===== src/rtl/contador_varredura_matriz_pkg.sv =====
// ----------------------------------------------------------------------------
// matriz_pkg : shared types and default geometry for the LED-matrix scan path
// Revision   : 1.0
// ----------------------------------------------------------------------------
`default_nettype none

package matriz_pkg;

  localparam int MATRIZ_NCOL = 5;
  localparam int MATRIZ_NLIN = 7;
  localparam int COORD_W     = 3;

  typedef logic [COORD_W-1:0] coord_t;

endpackage

`default_nettype wire


===== src/rtl/contador_varredura_matriz_if.sv =====
// ----------------------------------------------------------------------------
// contador_varredura_matriz_if : control inputs and scan outputs of the scanner
// Revision                     : 1.0
// ----------------------------------------------------------------------------
`default_nettype none

interface contador_varredura_matriz_if;
  import matriz_pkg::*;

  logic   en;
  logic   restart;
  coord_t mdc;
  coord_t mdl;
  logic   step;
  logic   frame_end;
  logic   blank;

  modport master (
    output en, restart,
    input  mdc, mdl, step, frame_end, blank
  );

  modport slave (
    input  en, restart,
    output mdc, mdl, step, frame_end, blank
  );

endinterface

`default_nettype wire


===== src/rtl/contador_varredura_matriz_divisor_tick.sv =====
// ----------------------------------------------------------------------------
// divisor_tick : free-running modulo-DIV prescaler, tick in the wrap cycle
// Revision     : 1.0
// ----------------------------------------------------------------------------
`default_nettype none

module divisor_tick #(
  parameter int DIV = 4
) (
  input  wire logic clk,
  input  wire logic rst_n,
  input  wire logic en,
  input  wire logic clr,
  output logic      tick
);

  localparam int               PRE_W   = $clog2(DIV);
  localparam logic [PRE_W-1:0] PRE_MAX = PRE_W'(DIV - 1);

  logic [PRE_W-1:0] pre_q;
  logic [PRE_W-1:0] pre_d;

  always_ff @(posedge clk or negedge rst_n) begin
    if (!rst_n) pre_q <= '0;
    else        pre_q <= pre_d;
  end

  // clr suppresses the tick so a restart never produces a step
  always_comb begin
    pre_d = pre_q;
    tick  = 1'b0;
    if (clr) begin
      pre_d = '0;
    end else if (en) begin
      if (pre_q == PRE_MAX) begin
        pre_d = '0;
        tick  = 1'b1;
      end else begin
        pre_d = pre_q + 1'b1;
      end
    end
  end

endmodule

`default_nettype wire


===== src/rtl/contador_varredura_matriz.sv =====
// ----------------------------------------------------------------------------
// contador_varredura_matriz : row-major column/line scan generator with
//                             step, frame_end and blank strobes
// Revision                  : 1.0
// ----------------------------------------------------------------------------
`default_nettype none

module contador_varredura_matriz
  import matriz_pkg::*;
#(
  parameter int DIV  = 4,
  parameter int NCOL = MATRIZ_NCOL,
  parameter int NLIN = MATRIZ_NLIN
) (
  input  wire logic                   clk,
  input  wire logic                   rst_n,
  contador_varredura_matriz_if.slave  bus
);

  localparam coord_t COL_MAX = coord_t'(NCOL - 1);
  localparam coord_t LIN_MAX = coord_t'(NLIN - 1);

  logic   tick;
  coord_t mdc_q, mdc_d;
  coord_t mdl_q, mdl_d;
  logic   step_q, step_d;
  logic   frame_end_q, frame_end_d;
  logic   blank_q, blank_d;

  divisor_tick #(
    .DIV (DIV)
  ) u_divisor_tick (
    .clk   (clk),
    .rst_n (rst_n),
    .en    (bus.en),
    .clr   (bus.restart),
    .tick  (tick)
  );

  always_ff @(posedge clk or negedge rst_n) begin
    if (!rst_n) begin
      mdc_q       <= '0;
      mdl_q       <= '0;
      step_q      <= 1'b0;
      frame_end_q <= 1'b0;
      blank_q     <= 1'b1;
    end else begin
      mdc_q       <= mdc_d;
      mdl_q       <= mdl_d;
      step_q      <= step_d;
      frame_end_q <= frame_end_d;
      blank_q     <= blank_d;
    end
  end

  // Explicit compare-and-wrap keeps coordinates inside NCOL x NLIN
  always_comb begin
    mdc_d       = mdc_q;
    mdl_d       = mdl_q;
    step_d      = 1'b0;
    frame_end_d = 1'b0;
    blank_d     = 1'b1;
    if (bus.restart) begin
      mdc_d = '0;
      mdl_d = '0;
    end else if (bus.en) begin
      step_d  = tick;
      blank_d = tick;
      if (tick) begin
        if (mdc_q != COL_MAX) begin
          mdc_d = mdc_q + 1'b1;
        end else begin
          mdc_d = '0;
          if (mdl_q != LIN_MAX) begin
            mdl_d = mdl_q + 1'b1;
          end else begin
            mdl_d       = '0;
            frame_end_d = 1'b1;
          end
        end
      end
    end
  end

  assign bus.mdc       = mdc_q;
  assign bus.mdl       = mdl_q;
  assign bus.step      = step_q;
  assign bus.frame_end = frame_end_q;
  assign bus.blank     = blank_q;

endmodule

`default_nettype wire


===== src/flat_wrapper.sv =====
// flat-port wrapper written by rule: the top's interface ports become plain ports
module contador_varredura_matriz_flat import matriz_pkg::*;
#(
  parameter int DIV  = 4,
  parameter int NCOL = MATRIZ_NCOL,
  parameter int NLIN = MATRIZ_NLIN
)
  (clk, rst_n, bus_en, bus_restart, bus_mdc, bus_mdl, bus_step, bus_frame_end, bus_blank);
  contador_varredura_matriz_if bus_i ();
  input  wire logic clk;
  input  wire logic rst_n;
  input wire logic [$bits(bus_i.en)-1:0] bus_en;
  input wire logic [$bits(bus_i.restart)-1:0] bus_restart;
  output wire logic [$bits(bus_i.mdc)-1:0] bus_mdc;
  output wire logic [$bits(bus_i.mdl)-1:0] bus_mdl;
  output wire logic [$bits(bus_i.step)-1:0] bus_step;
  output wire logic [$bits(bus_i.frame_end)-1:0] bus_frame_end;
  output wire logic [$bits(bus_i.blank)-1:0] bus_blank;
  assign bus_i.en = bus_en;
  assign bus_i.restart = bus_restart;
  assign bus_mdc = bus_i.mdc;
  assign bus_mdl = bus_i.mdl;
  assign bus_step = bus_i.step;
  assign bus_frame_end = bus_i.frame_end;
  assign bus_blank = bus_i.blank;
  contador_varredura_matriz #(.DIV(DIV), .NCOL(NCOL), .NLIN(NLIN)) u_core (.clk(clk), .rst_n(rst_n), .bus(bus_i));
endmodule

===== config.mk =====
export PLATFORM = sky130hd
export DESIGN_NAME = contador_varredura_matriz_flat
export DESIGN_NICKNAME = d
export VERILOG_FILES = /design/src/rtl/contador_varredura_matriz_pkg.sv /design/src/rtl/contador_varredura_matriz_if.sv /design/src/rtl/contador_varredura_matriz_divisor_tick.sv /design/src/rtl/contador_varredura_matriz.sv /design/src/flat_wrapper.sv
export SDC_FILE = /design/constraint.sdc
export NUM_CORES = 1
export LEC_CHECK = 0
export CORE_UTILIZATION = 30
export DETAILED_ROUTE_END_ITERATION = 7
export PLACE_DENSITY = 0.61
export SYNTH_ARGS = -nofsm -noshare
export SYNTH_HDL_FRONTEND = slang
export SYNTH_HIERARCHICAL = 1
export SYNTH_SLANG_ARGS = --single-unit

===== constraint.sdc =====
create_clock -name clk -period 3.5 [get_ports clk]
set_input_delay 0.525 -clock clk [delete_from_list [all_inputs] [get_ports clk]]
set_output_delay 0.525 -clock clk [all_outputs]
set_load 0.01 [all_outputs]

* Word-level counts from Yosys, hierarchy flattened
Cells that the tools add are included.
Storage, ports and cells: output and inout bits 9, flip-flop bits (word level) 11, latch bits 0, logic and storage cells 41, memory bits (writable) 0, memories kept 0, input bits 4, bits in read-only memories 0
Operators by class: shifts and indexed selects 0, bitwise gates (word level) 0, div/mod/pow operators 0, $mul 0, $add $sub $neg 3, magnitude comparators 0, reduce and logical (&&, ||, !) cells 4, mux-type cells 24, equality and inequality tests 4
Operators by type and width (count):
- 3-bit 2-to-1 mux | 9
- 1-bit 2-to-1 mux | 12
- 3-bit by 1-bit adder with 3-bit output (second input constant) | 2
- 2-bit 2-to-1 mux | 3
- 3-bit != test (second input constant) | 2
- 2-bit nonzero test | 2
- 3-bit AND reduction | 1
- 2-bit by 1-bit adder with 2-bit output (second input constant) | 1
- 2-bit == test (second input constant) | 1
- 2-bit != test (second input constant) | 1
- 2-bit AND reduction | 1

* Depth between registers and ports, before layout
depth in word-level cells 7, mapped depth 6, gate-level depth less buffers 6

* Cells and area by module
The synthesis kept the hierarchy.
Modules (own cells, without submodules):
- contador_varredura_matriz | sequential area each 226.5 µm², cells each 41, instances 1, area each 426.7 µm²
- divisor_tick | sequential area each 50.0 µm², cells each 10, instances 1, area each 107.6 µm²

* Worst setup path after synthesis
Ideal clock, no wire load.
path kind input-to-reg, from input port bus_en, to register u_core.mdl_q[2], in the netlist u_core/bus.mdl[2], data arrival time 1583 ps, data required time 3422 ps, stages 5, setup time 78 ps, setup slack 1839 ps, path buffers 0, cells stage by stage nand2_1 nor2_1 nand4_4 or4b_1 a21oi_1
Between the ends: longest elaborated chain between the ends 4, elaborated cells on any way between the ends 5, classes of those cells mux (2); reduce/logical (3)
RTL lines:
- from (decl) | RTL line flat_wrapper.sv:12 | input wire logic [$bits(bus_i.en)-1:0] bus_en;
- 1-bit 2-to-1 mux | RTL line contador_varredura_matriz_divisor_tick.sv:34 | end else if (en) begin
- 1-bit 2-to-1 mux | RTL line contador_varredura_matriz_divisor_tick.sv:32 | if (clr) begin
- named net u_core.tick | RTL line contador_varredura_matriz.sv:23 | logic tick;
- 2-bit nonzero test (no line)
- 3-bit AND reduction (no line)
- to (signal assigned) | RTL line contador_varredura_matriz.sv:49 | mdl_q <= mdl_d;
- to (decl) | RTL line contador_varredura_matriz.sv:25 | coord_t mdl_q, mdl_d;
The timed path passes the listed nets, and every way through them passes these cells. A chain may end at the register's enable or synchronous reset.

* Final worst setup path
Ends and elaborated chain as after synthesis.

==> metrics.yaml <==
cts_buffer_depth: 2
port-buffer-count: 12
async_flop_share_pct: 100
yosysWarnings: 6
syn_area_per_cell_sq_um: 10.5
clk_latency_ns: 0.26
coreArea_sq_um: 1580
use_met2_pct: 12.6
clkSinkCount: 11
grt-ovfl-total: 0
num_vias: 396
synthCells: 51
synth_edf_count: 0
post-route-period-util_pct: 63.9
wl_per_cell_um: 11.1
cts_setup_buffers: 0
netlist_area_sq_um: 534
hold_path.class: "flop to flop"
drive_gt1_share_pct: 12.1
status: "finished clean"
track_usage_pct: 11.2
period_minus_slack_ns: 2.24
drc: 0
start_util_pct: 33.9
slew_headroom_pct: 68.1
final_nets: 74
vias_per_cell: 4.83
arrival_ns: 2.41
ys_ff_latch: 11
startpoint_type: "input port"
required_ns: 3.68
drt-pass1-iter-count: 6
maxCapViolCount: 0
final_core_util_pct: 44.2
synthFlopType: "dfrtp_1"
endpoint_kind: "flop"
wl_um: 909
reg2regPathDepth: 6
core.rowCount: 14
drv_slew: 0
synthToLayoutAreaGrowth_pct: 30.4
final_hold_viol_count: 0
grt_use_met1_pct: 17.4
synthesis.nets: 58
antenna_found_initial: 0
clockRootBuffer: "clkbuf_4"
seq_area_sq_um: 277
holdPathStages: 1
ioPinCount: 13
first_global_vias: 331
die-area_sq_um: 1950
clkTransAtPathRegs_ns: 0.06
die_x_um: 44.2
die_y_um: 44.2
grt_pass1_wl_mm: 1.55
synth_cell_types: 22
placed_cell_area_sq_um: 671
peakVddDrop_mv: 0.129
path_max_fanout: 9
htree_levels: 1
fmax_ghz: 0.447
setup_viol: 0
rsz0062_at_grt: "false"
crit_type: "input port to flop"
fin_area_sq_um: 697
grt.met3_usage_pct: 2.45
numCtsBuffers: 3
grt_busiest_layer: "met1"
power_leakage_nw: 0.294
power_density_nw_per_um2: 332
hold_ws_ns: 0.549
cts_tree: "done"
postRouteAntennaNets: 0
hold_buffers: 0
nFillCells: 158
finalSetupTns_ns: 0
worst_slew_pin_slew_ns: 0.478
place.gp.congestion: 0.726
skew_ns: 0.00402
multiInputGateArea_sq_um: 243
cts-resized-gates: 0
grt_max_degree: 13
yosysSeqAreaShare_pct: 51.8
num_antenna_cells: 0
drt-initial-drc-count: 8
## worst max-delay path, stage by stage
cell	delay, ns
clkdlybuf4s50_1	0.66
nand2_1	0.09
nor2_1	0.32
nand4_4	0.20
or4b_1	0.49
a21oi_1	0.13
## area by class of cell
class / count / share of cell area, %
inverters: 3 / 1.62
well taps: 16 / 2.87
repair buffers: 12 / 17.2
clock buffers: 4 / 3.77
multi-input cells: 36 / 34.8
flip-flops and latches: 11 / 39.7
## layout by cell type, fill, tap and decap left out, drive strengths merged
| cell | Yosys | layout |
|---|---|---|
| nand3 | 1 | 1 |
| nor2 | 6 | 6 |
| dfstp | 1 | 1 |
| nand2 | 6 | 6 |
| nand4 | 1 | 1 |
| or3b | 2 | 2 |
| a21oi | 6 | 6 |
| ha | 3 | 3 |
| clkbuf | 1 | 4 |
| nor4 | 1 | 1 |
| xnor2 | 1 | 1 |
| nand4b | 1 | 1 |
| o21ai | 3 | 3 |
| and3b | 1 | 1 |
| nand3b | 1 | 1 |
| inv | 3 | 3 |
| or4b | 1 | 1 |
| clkdlybuf4s50 | 0 | 12 |
| dfrtp | 10 | 10 |
| nand2b | 1 | 1 |
| mux2i | 1 | 1 |
## cells by family after synthesis
family / count (synthesis) / share of synthesized area, %
AOI/OAI and AO/OA: 9 / 9.13
xor gates and xnor gates: 1 / 1.64
adders and majority gates: 3 / 7.03
buffers and inverters: 4 / 2.81
DFF: 11 / 51.8
muxes: 1 / 1.87
and+or+nand+nor: 22 / 25.8
## worst paths after layout
| kind | from | end | slack [ns] |
|---|---|---|---|
| setup reg to reg | u_core/u_divisor_tick/pre_q[0]$_DFFE_PN0P_ | u_core/bus.mdl[2]$_DFFE_PN0P_ | 1.68 |
| hold / removal | u_core/bus.mdl[0]$_DFFE_PN0P_ | u_core/bus.frame_end$_DFF_PN0_ | 0.55 |
| min in group asynchronous | rst_n | u_core/u_divisor_tick/pre_q[1]$_DFFE_PN0P_ | 0.59 |
| hold reg to reg | u_core/bus.mdl[0]$_DFFE_PN0P_ | u_core/bus.frame_end$_DFF_PN0_ | 0.55 |
| max in group asynchronous | rst_n | u_core/bus.blank$_DFF_PN1_ | 2.57 |
| setup / recovery | bus_en | u_core/bus.mdl[2]$_DFFE_PN0P_ | 1.26 |
## registers in the layout (all words and copies together) (netlist names)
signal	flops
u_core/bus.mdc	3
u_core/bus.mdl	3
u_core/u_divisor_tick/pre_q	2
u_core/bus.blank	1
u_core/bus.frame_end	1
u_core/bus.step	1
## Yosys cell counts (3+ instances only)
| master | number | area (sq um) |
|---|---|---|
| inv_1 | 3 | 11.3 |
| nor2_1 | 6 | 22.5 |
| o21ai_0 | 3 | 15.0 |
| ha_1 | 3 | 37.5 |
| nand2_1 | 6 | 22.5 |
| a21oi_1 | 5 | 25.0 |
| dfrtp_1 | 10 | 250 |
## metrics by stage
step	worst slack [ns]	cells	total power [W]
after floorplan	1.84	51	0.000140
after global placement	1.03	78	0.000150
after detailed placement	0.991	78	0.000151
after CTS	1.27	82	0.000235
after global routing	1.07	82	0.000247
final	1.26	82	0.000231
## routing by layer
metal	vias to the layer above	wire length [um]
met5	-	0
li1	207	-
met1	180	488
met2	7	379
met3	2	21
met4	0	19
## power by group
part	switching [W]	internal [W]	leakage, nW
Sequential	0.00000141	0.000130	0.149
Combinational	0.00000910	0.00000745	0.130
Clock	0.0000396	0.0000440	0.0150
(Power assumes the default switching activity.)
